==> src/rtl/md5_engine.sv <==
// md5_engine: iterative MD5 compression of one 512-bit block per transaction, UNROLL steps per clock, with chaining.
// Optional `define MD5_PAD_EN: adds msg_len_i and pads a single short (<=55-byte) message internally.
module md5_engine #(
  parameter int UNROLL = 1
) (
  input  logic         clk_i,
  input  logic         rst_i,
  input  logic         blk_valid_i,
  output logic         blk_ready_o,
  input  logic [511:0] blk_i,
  input  logic         first_i,
`ifdef MD5_PAD_EN
  input  logic [5:0]   msg_len_i,
`endif
  output logic         hash_valid_o,
  output logic [127:0] hash_o,
  output logic         busy_o
);

  if (UNROLL != 1 && UNROLL != 2 && UNROLL != 4) begin : g_bad_unroll
    $error("md5_engine: UNROLL must be 1, 2 or 4");
  end

  typedef logic [31:0] word_t;
  typedef struct packed {
    word_t a;
    word_t b;
    word_t c;
    word_t d;
  } abcd_t;
  typedef enum logic [1:0] {IDLE, RUN, DONE} state_t;

  localparam abcd_t IV = '{a: 32'h67452301, b: 32'hefcdab89, c: 32'h98badcfe, d: 32'h10325476};
  localparam logic [5:0] LAST_STEP = 6'(64 - UNROLL);

  localparam word_t K_TAB [64] = '{
    32'hd76aa478, 32'he8c7b756, 32'h242070db, 32'hc1bdceee,
    32'hf57c0faf, 32'h4787c62a, 32'ha8304613, 32'hfd469501,
    32'h698098d8, 32'h8b44f7af, 32'hffff5bb1, 32'h895cd7be,
    32'h6b901122, 32'hfd987193, 32'ha679438e, 32'h49b40821,
    32'hf61e2562, 32'hc040b340, 32'h265e5a51, 32'he9b6c7aa,
    32'hd62f105d, 32'h02441453, 32'hd8a1e681, 32'he7d3fbc8,
    32'h21e1cde6, 32'hc33707d6, 32'hf4d50d87, 32'h455a14ed,
    32'ha9e3e905, 32'hfcefa3f8, 32'h676f02d9, 32'h8d2a4c8a,
    32'hfffa3942, 32'h8771f681, 32'h6d9d6122, 32'hfde5380c,
    32'ha4beea44, 32'h4bdecfa9, 32'hf6bb4b60, 32'hbebfbc70,
    32'h289b7ec6, 32'heaa127fa, 32'hd4ef3085, 32'h04881d05,
    32'hd9d4d039, 32'he6db99e5, 32'h1fa27cf8, 32'hc4ac5665,
    32'hf4292244, 32'h432aff97, 32'hab9423a7, 32'hfc93a039,
    32'h655b59c3, 32'h8f0ccc92, 32'hffeff47d, 32'h85845dd1,
    32'h6fa87e4f, 32'hfe2ce6e0, 32'ha3014314, 32'h4e0811a1,
    32'hf7537e82, 32'hbd3af235, 32'h2ad7d2bb, 32'heb86d391
  };

  // Rotate amounts indexed by {round, step[1:0]}.
  localparam logic [4:0] S_TAB [16] = '{
    5'd7, 5'd12, 5'd17, 5'd22, 5'd5, 5'd9,  5'd14, 5'd20,
    5'd4, 5'd11, 5'd16, 5'd23, 5'd6, 5'd10, 5'd15, 5'd21
  };

  function automatic abcd_t md5_step(input abcd_t v, input logic [5:0] i, input logic [15:0][31:0] m);
    word_t       f;
    word_t       t;
    logic [3:0]  ii;
    logic [3:0]  g;
    logic [63:0] rot;
    ii = i[3:0];
    f  = '0;
    g  = ii;
    unique case (i[5:4])
      2'd0: begin f = (v.b & v.c) | (~v.b & v.d); g = ii; end
      2'd1: begin f = (v.b & v.d) | (v.c & ~v.d); g = ii * 4'd5 + 4'd1; end
      2'd2: begin f = v.b ^ v.c ^ v.d;            g = ii * 4'd3 + 4'd5; end
      2'd3: begin f = v.c ^ (v.b | ~v.d);         g = ii * 4'd7;        end
      default: ;
    endcase
    t   = v.a + f + K_TAB[i] + m[g];
    rot = {t, t} << S_TAB[{i[5:4], i[1:0]}];
    return '{a: v.d, b: v.b + rot[63:32], c: v.b, d: v.c};
  endfunction

  function automatic abcd_t run_steps(input abcd_t v, input logic [5:0] base, input logic [15:0][31:0] m);
    abcd_t x;
    x = v;
    for (int u = 0; u < UNROLL; u++) x = md5_step(x, base + 6'(u), m);
    return x;
  endfunction

  function automatic logic [15:0][31:0] to_words(input logic [511:0] b);
    logic [15:0][31:0] m;
    for (int j = 0; j < 16; j++)
      for (int n = 0; n < 4; n++)
        m[j][8*n +: 8] = b[511 - 8*(4*j + n) -: 8];
    return m;
  endfunction

  function automatic word_t bswap(input word_t w);
    return {w[7:0], w[15:8], w[23:16], w[31:24]};
  endfunction

  state_t            state_q, state_d;
  logic [5:0]        step_q;
  logic [15:0][31:0] msg_q;
  abcd_t             work_q, base_q, chain_q, next_work, start;
  logic              seen_q, accept, last_step, first_eff;
  logic [511:0]      blk_eff;

`ifdef MD5_PAD_EN
  logic [5:0] pad_len;
  logic [8:0] bit_len;
  logic       unused_pad;

  always_comb begin
    pad_len = (msg_len_i > 6'd55) ? 6'd55 : msg_len_i;
    bit_len = {pad_len, 3'b000};
    blk_eff = '0;
    for (int k = 0; k < 56; k++) begin
      if (6'(k) < pad_len)       blk_eff[511 - 8*k -: 8] = blk_i[511 - 8*k -: 8];
      else if (6'(k) == pad_len) blk_eff[511 - 8*k -: 8] = 8'h80;
    end
    blk_eff[511 - 8*56 -: 8] = bit_len[7:0];
    blk_eff[511 - 8*57 -: 8] = {7'd0, bit_len[8]};
  end

  assign first_eff  = 1'b1;
  assign unused_pad = ^{first_i, blk_i[63:0]};
`else
  assign blk_eff   = blk_i;
  assign first_eff = first_i;
`endif

  assign accept    = blk_valid_i & blk_ready_o;
  assign last_step = (step_q == LAST_STEP);
  assign start     = first_eff ? IV : chain_q;
  assign next_work = run_steps(work_q, step_q, msg_q);
  assign busy_o    = (state_q != IDLE);
  assign hash_o    = seen_q ? {bswap(chain_q.a), bswap(chain_q.b), bswap(chain_q.c), bswap(chain_q.d)} : '0;

  // NOTE: every output gets a default before the case so no path can infer a latch.
  always_comb begin
    state_d      = state_q;
    blk_ready_o  = 1'b0;
    hash_valid_o = 1'b0;
    unique case (state_q)
      IDLE: begin
        blk_ready_o = 1'b1;
        if (blk_valid_i) state_d = RUN;
      end
      RUN:  if (last_step) state_d = DONE;
      DONE: begin
        hash_valid_o = 1'b1;
        state_d      = IDLE;
      end
      default: state_d = IDLE;
    endcase
  end

  always_ff @(posedge clk_i) begin
    if (rst_i) begin
      state_q <= IDLE;
      chain_q <= IV;
      seen_q  <= 1'b0;
    end else begin
      state_q <= state_d;
      if (state_q == RUN && last_step) begin
        chain_q <= '{a: base_q.a + next_work.a, b: base_q.b + next_work.b,
                     c: base_q.c + next_work.c, d: base_q.d + next_work.d};
        seen_q  <= 1'b1;
      end
    end
  end

  // NOTE: the block datapath has no reset; every field is loaded on acceptance before it is read.
  always_ff @(posedge clk_i) begin
    if (accept) begin
      msg_q  <= to_words(blk_eff);
      work_q <= start;
      base_q <= start;
      step_q <= '0;
    end else if (state_q == RUN) begin
      work_q <= next_work;
      step_q <= step_q + 6'(UNROLL);
    end
  end

endmodule

==> config.mk <==
export PLATFORM = sky130hd
export DESIGN_NAME = md5_engine
export DESIGN_NICKNAME = d
export VERILOG_FILES = /design/src/rtl/md5_engine.sv
export SDC_FILE = /design/constraint.sdc
export NUM_CORES = 2
export LEC_CHECK = 0
export ABC_AREA = 1
export CORE_AREA = 2 2 426 428
export DETAILED_ROUTE_END_ITERATION = 16
export DIE_AREA = 0 0 428 430
export HOLD_SLACK_MARGIN = 0.08
export PLACE_DENSITY = 0.55
export SYNTH_ARGS = -nofsm -noshare
export SYNTH_HDL_FRONTEND = slang
export SYNTH_SLANG_ARGS = --single-unit
==> constraint.sdc <==
create_clock -name clk_i -period 24.4 [get_ports clk_i]
set_input_delay 4.88 -clock clk_i [delete_from_list [all_inputs] [get_ports clk_i]]
set_output_delay 4.88 -clock clk_i [all_outputs]
set_load 0.02 [all_outputs]
### After elaboration in Yosys (flattened, before gate mapping)

Memory sizes are Yosys's and may differ from the RTL's.
Index checks and enable logic that the tools add are counted.

* flip-flop bits (word level): 905
* ROM bits: 2128
* input bits: 516
* output and inout bits: 131
* word-level logic and storage cells: 97
* memories: 2

Memory list
* (name not given): depth 64, width 32, read ports 1, clocked after memory_dff 0, wr ports 0, line 77 `t = v.a + f + K_TAB[i] + m[g];`
* (name not given): depth 16, width 5, read ports 1, clocked after memory_dff 0, wr ports 0, line 78 `rot = {t, t} << S_TAB[{i[5:4], i[1:0]}];`

* add/sub/neg operators: 11
* multipliers: 3
* magnitude comparators: 3
* equality and inequality tests: 8
* shift operators: 1
* mux-type cells: 17
* bitwise operators: 15
* reduce and logical (&&, ||, !) cells: 6

Operators by type and width (number)
* two-way mux 128 bit: 4
* adder 32 bit: 8
* AND 32 bit: 4
* binary-select mux 32 bit (select 4 bit): 1
* case mux 32 bit (4 select lines): 1
* two-way mux 32 bit: 3
* OR 32 bit: 3
* XOR 32 bit: 3
* NOT 32 bit: 2
* << shifter 64 x 5 -> 64 bit: 1
* case mux 4 bit (4 select lines): 1
* two-way mux 5 bit: 2
* multiplier 4 x 3 -> 4 bit (second input constant): 2
* greater-or-equal comparator 7 bit (second input constant): 1
* NOT 6 -> 7 bit: 1
* adder 6 x 1 -> 6 bit (second input constant): 1
* equality test 2 bit (second input constant): 3
* equality test 6 bit (second input constant): 1
* greater-or-equal comparator 5 bit (second input constant): 1
* < comparator 4 x 5 -> 1 bit (second input constant): 1
* NOT 4 -> 5 bit: 1
* adder 4 x 1 -> 4 bit (second input constant): 1
* adder 4 x 3 -> 4 bit (second input constant): 1
* equality test 2 x 1 -> 1 bit (second input constant): 2
* 10 further kinds: 15

### Depth between registers and ports, before layout

* depth in word-level cells: 11
* mapped depth: 66
* mapped depth without buffers: 63

### Worst setup path after synthesis

No wires, ideal clock.

* path type: in2reg
* start: input blk_valid_i
* end: register base_q[0] (netlist bit), enable pin
* setup time: 1254 ps
* arrival time: 22827 ps
* data required time: 23146 ps
* path slack: 319 ps
* cell stages on the path: 4
* path buffers: 2
* cell sequence: nand2_1 -> inv_1 -> clkbuf_1 -> clkbuf_1

* longest elaborated chain between the ends: 1

RTL lines
* from (decl): line 8 `input logic blk_valid_i,`
* AND 1 bit: line 132 `assign accept = blk_valid_i & blk_ready_o;`
* named net accept: line 105 `logic seen_q, accept, last_step, first_eff;`
* to (signal assigned): line 178 `base_q <= start;`
* to (decl): line 104 `abcd_t work_q, base_q, chain_q, next_work, start;`

The timed path passes the listed nets, and every way through them passes these cells.
A chain may end at the register's enable or synchronous reset.

### Final worst setup path

* start: register step_q[1]
* end: register chain_q[90] (netlist bit)

* longest elaborated chain between the ends: 9
* elaborated cells between the ends (all ways): 23
* classes of those cells: add/sub: 6; mul: 3; eq/ne: 1; shift: 1; mux: 7; bitwise: 2; reduce/logical: 1; memory: 2

RTL lines
* from (decl): line 102 `logic [5:0] step_q;`
* from (signal assigned): line 182 `step_q <= step_q + 6'(UNROLL);`
* multiplier 4 x 2 -> 4 bit (tied with other cells): line 73 `2'd2: begin f = v.b ^ v.c ^ v.d; g = ii * 4'd3 + 4'd5; end`
* adder 4 x 3 -> 4 bit (tied with other cells): line 73
* case mux 4 bit (4 select lines) or two-way mux 32 bit (tied branches): line 70, 77
* binary-select mux 32 bit (select 4 bit) or two-way mux 32 bit (tied branches): line 77
* two-way mux 32 bit (not written as such) or adder 32 bit (tied branches): line 77
* adder 32 bit: line 77
* << shifter 64 x 5 -> 64 bit: line 78
* adder 32 bit: line 79 `return '{a: v.d, b: v.b + rot[63:32], c: v.b, d: v.c};`
* adder 32 bit: line 166 `chain_q <= '{a: base_q.a + next_work.a, b: base_q.b + next_work.b,`
* to (signal assigned): line 166
* to (decl): line 104

Several ways; a longest one is shown, not always the timed one. The select of a mux whose other input is x is not followed.

==> impl_metrics.toml <==
[drt]
wl_per_cell_um = 24.7
drc = 0
vias_per_cell = 5.16
ant_nets = 0
drt_iter0_markers = 4758
vias = 47500
drt-total-wl_um = 228000
dr.pass1.iters = 8

[die]
die_area_mm2 = 0.184
start_util_pct = 29.8
die_h_um = 430
num_rows = 156
pin_count = 647
fp.dieW_um = 428
core_mm2 = 0.180

[layout]
fill_cells = 18300
layout-drive-gt1-share_pct = 4.58
fin_area_mm2 = 0.0662
multi_input_area_mm2 = 0.0239
fin_util_pct = 36.8
areaGrowthSynthToFinish_pct = 23.5
register_area_mm2 = 0.0258
final_nets = 7545

[synth]
yosys_warnings = 0
synth_ff_type = "edfxtp_1"
synthTopCellsByArea = "edfxtp_1, nand2_1, ha_1"
ys_ff_latch = 905
syn_inst = 6165
synth.distinct_cells = 60
syn_area_per_cell_um2 = 8.70
synth_fp_nets = 7001
synth_edf_count = 768
syn_area_mm2 = 0.0536
async_reset_ff_share_pct = 0
yosysSeqAreaShare_pct = 48.1
synth_top_area_cell = "edfxtp_1"
synth_top_area_share_pct = 43.0

[clocking]
cts_buffers = 106
cts-root-buf = "clkbuf_16"
cts.sinks = 905
clk_latency_ns = 0.78
cts.reportedPaths.clkPinSlew_ns = 0.07
cts_setup_buffers = 0
cts_tree = "built"
cts_max_level = 3
ctsResizeCount = 0
clock_path_buffers = 3
hold_buffers = 0

[grt]
grt_overflow = 0
grt_use_total_pct = 24.1
antenna_found_initial = 64
grt_first_pass_wirelength_um = 324000
grt_pass1_vias = 45900
grt_max_degree = 128

[timing]
slew_headroom_pct = 8.36
worstMarginPinSlew_ns = 1.34
grt_setup_unrepaired = "false"
clock-skew-final_ns = 0.0805
drv_slew = 0
hold_ws_ns = 0.473
finalHoldViolCount = 0
fin_crit_ns = 13.36
finalCritPeriodShare_pct = 54.7
setup_viol = 0
fmax_mhz = 74.9
tns_ns = 0

[critical_path]
r2r-start = "step_q[1]"
cpPeakStageDelay_ns = 0.83
crit_fanout = 69
regToRegSetupSlack_ns = 11.04
worst_path_most_repeated_cell = "nand2_1"
slowest_stage = "dfxtp_1"
reg2reg_to = "chain_q[90]"
cp-startpoint = "step_q[1]"
critPathKind = "register to register"
crit_required_ns = 24.99
worstRegToRegCells = 55
arrival_ns = 13.95
worst_setup_path_end_kind = "register"
crit_path_start_kind = "register"
crit_path_end = "chain_q[90]"

[min_path]
hp-start = "chain_q[32]"
hp-class = "register to register"

[run_status]
status = "finished, final reports clean"

[placed_design]
place_congestion = 0.962
place_area_mm2 = 0.0626
hpwl_um = 174000
place.port_buffers = 646

[run]
cap_violations = 0
==> layout by cell type (no fill, tap or decap), types with 58 or more instances in the layout <==
master / count
nand2_1: 1088
edfxtp_1: 768
inv_1: 761
nor2_1: 680
clkdlybuf4s50_1: 644
o21ai_0: 497
a21oi_1: 413
nand3_1: 320
ha_1: 251
dfxtp_1: 135
nor3_1: 109
xor2_1: 109
clkbuf_16: 107
o311ai_0: 84
buf_4: 75
fa_1: 69
o21bai_1: 67
o211ai_1: 67
or2_2: 58
==> cells in the mapped netlist (67+ instances only) <==
master and number:
nor3_1 109, fa_1 69, o21ai_0 497, nand3_1 320, nand2_1 1092, o21bai_1 67, inv_1 762, o311ai_0 85
clkbuf_1 232, o211ai_1 67, edfxtp_1 768, ha_1 251, xor2_1 109, a21oi_1 413, dfxtp_1 137, nor2_1 682
==> area by class of cell <==
class | count | share of cell area, %
flip-flops and latches | 905 | 39.0
multi-input cells | 4206 | 36.1
repair buffers | 719 | 10.6
well taps | 2370 | 4.48
inverters | 771 | 4.38
clock buffers | 140 | 4.29
clock inverters | 53 | 1.03
diodes | 42 | 0.159
==> cell families after synthesis <==
| group | Yosys count | synth area share (%) |
|---|---|---|
| AND/OR/NAND/NOR | 2316 | 17.8 |
| flip-flops | 905 | 48.1 |
| XOR/XNOR | 145 | 2.37 |
| multiplexers | 6 | 0.112 |
| AO/OA/AOI/OAI | 1419 | 15.7 |
| buffers and inverters | 1054 | 7.47 |
| adder cells (fa/ha/maj) | 320 | 8.43 |
==> flip-flops by register name, indices dropped and copies added (netlist names) <==
name and count:
seen_q 1, work_q 32, state_q 2, msg_q 512
next_work 96, chain_q 128, step_q 6, base_q 128
==> critical path, delay by kind of cell, from the launching register on <==
kind / cells / cell delay (ns)
buf+inv: 6 / 1.83
fa+ha+maj: 5 / 2.30
simple gates: 21 / 2.72
compound gates: 22 / 5.26
flops: 1 / 0.83
xor+xnor: 1 / 0.17
==> routing by layer <==
metal	global-route usage, %	vias to the layer above	routed length (um)
li1	-	22300	-
met1	30.6	23000	93300
met2	40.2	1845	109000
met3	4.06	387	15300
met4	10.2	20	9700
met5	0	-	132
==> through the flow <==
| stage | std cells | setup WS, ns |
|---|---|---|
| after detailed placement | 8971 | 11.29 |
| after floorplan | 6165 | 0.319 |
| after global routing | 9201 | 9.69 |
| final | 9206 | 11.04 |
| after CTS | 9164 | 11.23 |
| after global placement | 8971 | 11.62 |
==> worst min path at each step <==
stage / cells past startpoint / end / slack, ns
6_report: 2 / chain_q[32] / 0.47
5_1_grt: 2 / chain_q[32] / 0.50
4_1_cts: 2 / chain_q[32] / 0.48
3_5_place_dp: 2 / chain_q[32] / 0.47
3_3_place_gp: 2 / chain_q[65] / 0.46
2_1_floorplan: 2 / chain_q[64] / 0.44
Power is left out: the tool's default activity adds up to more than one toggle a clock period on the data nets, which glitch-free logic cannot reach.
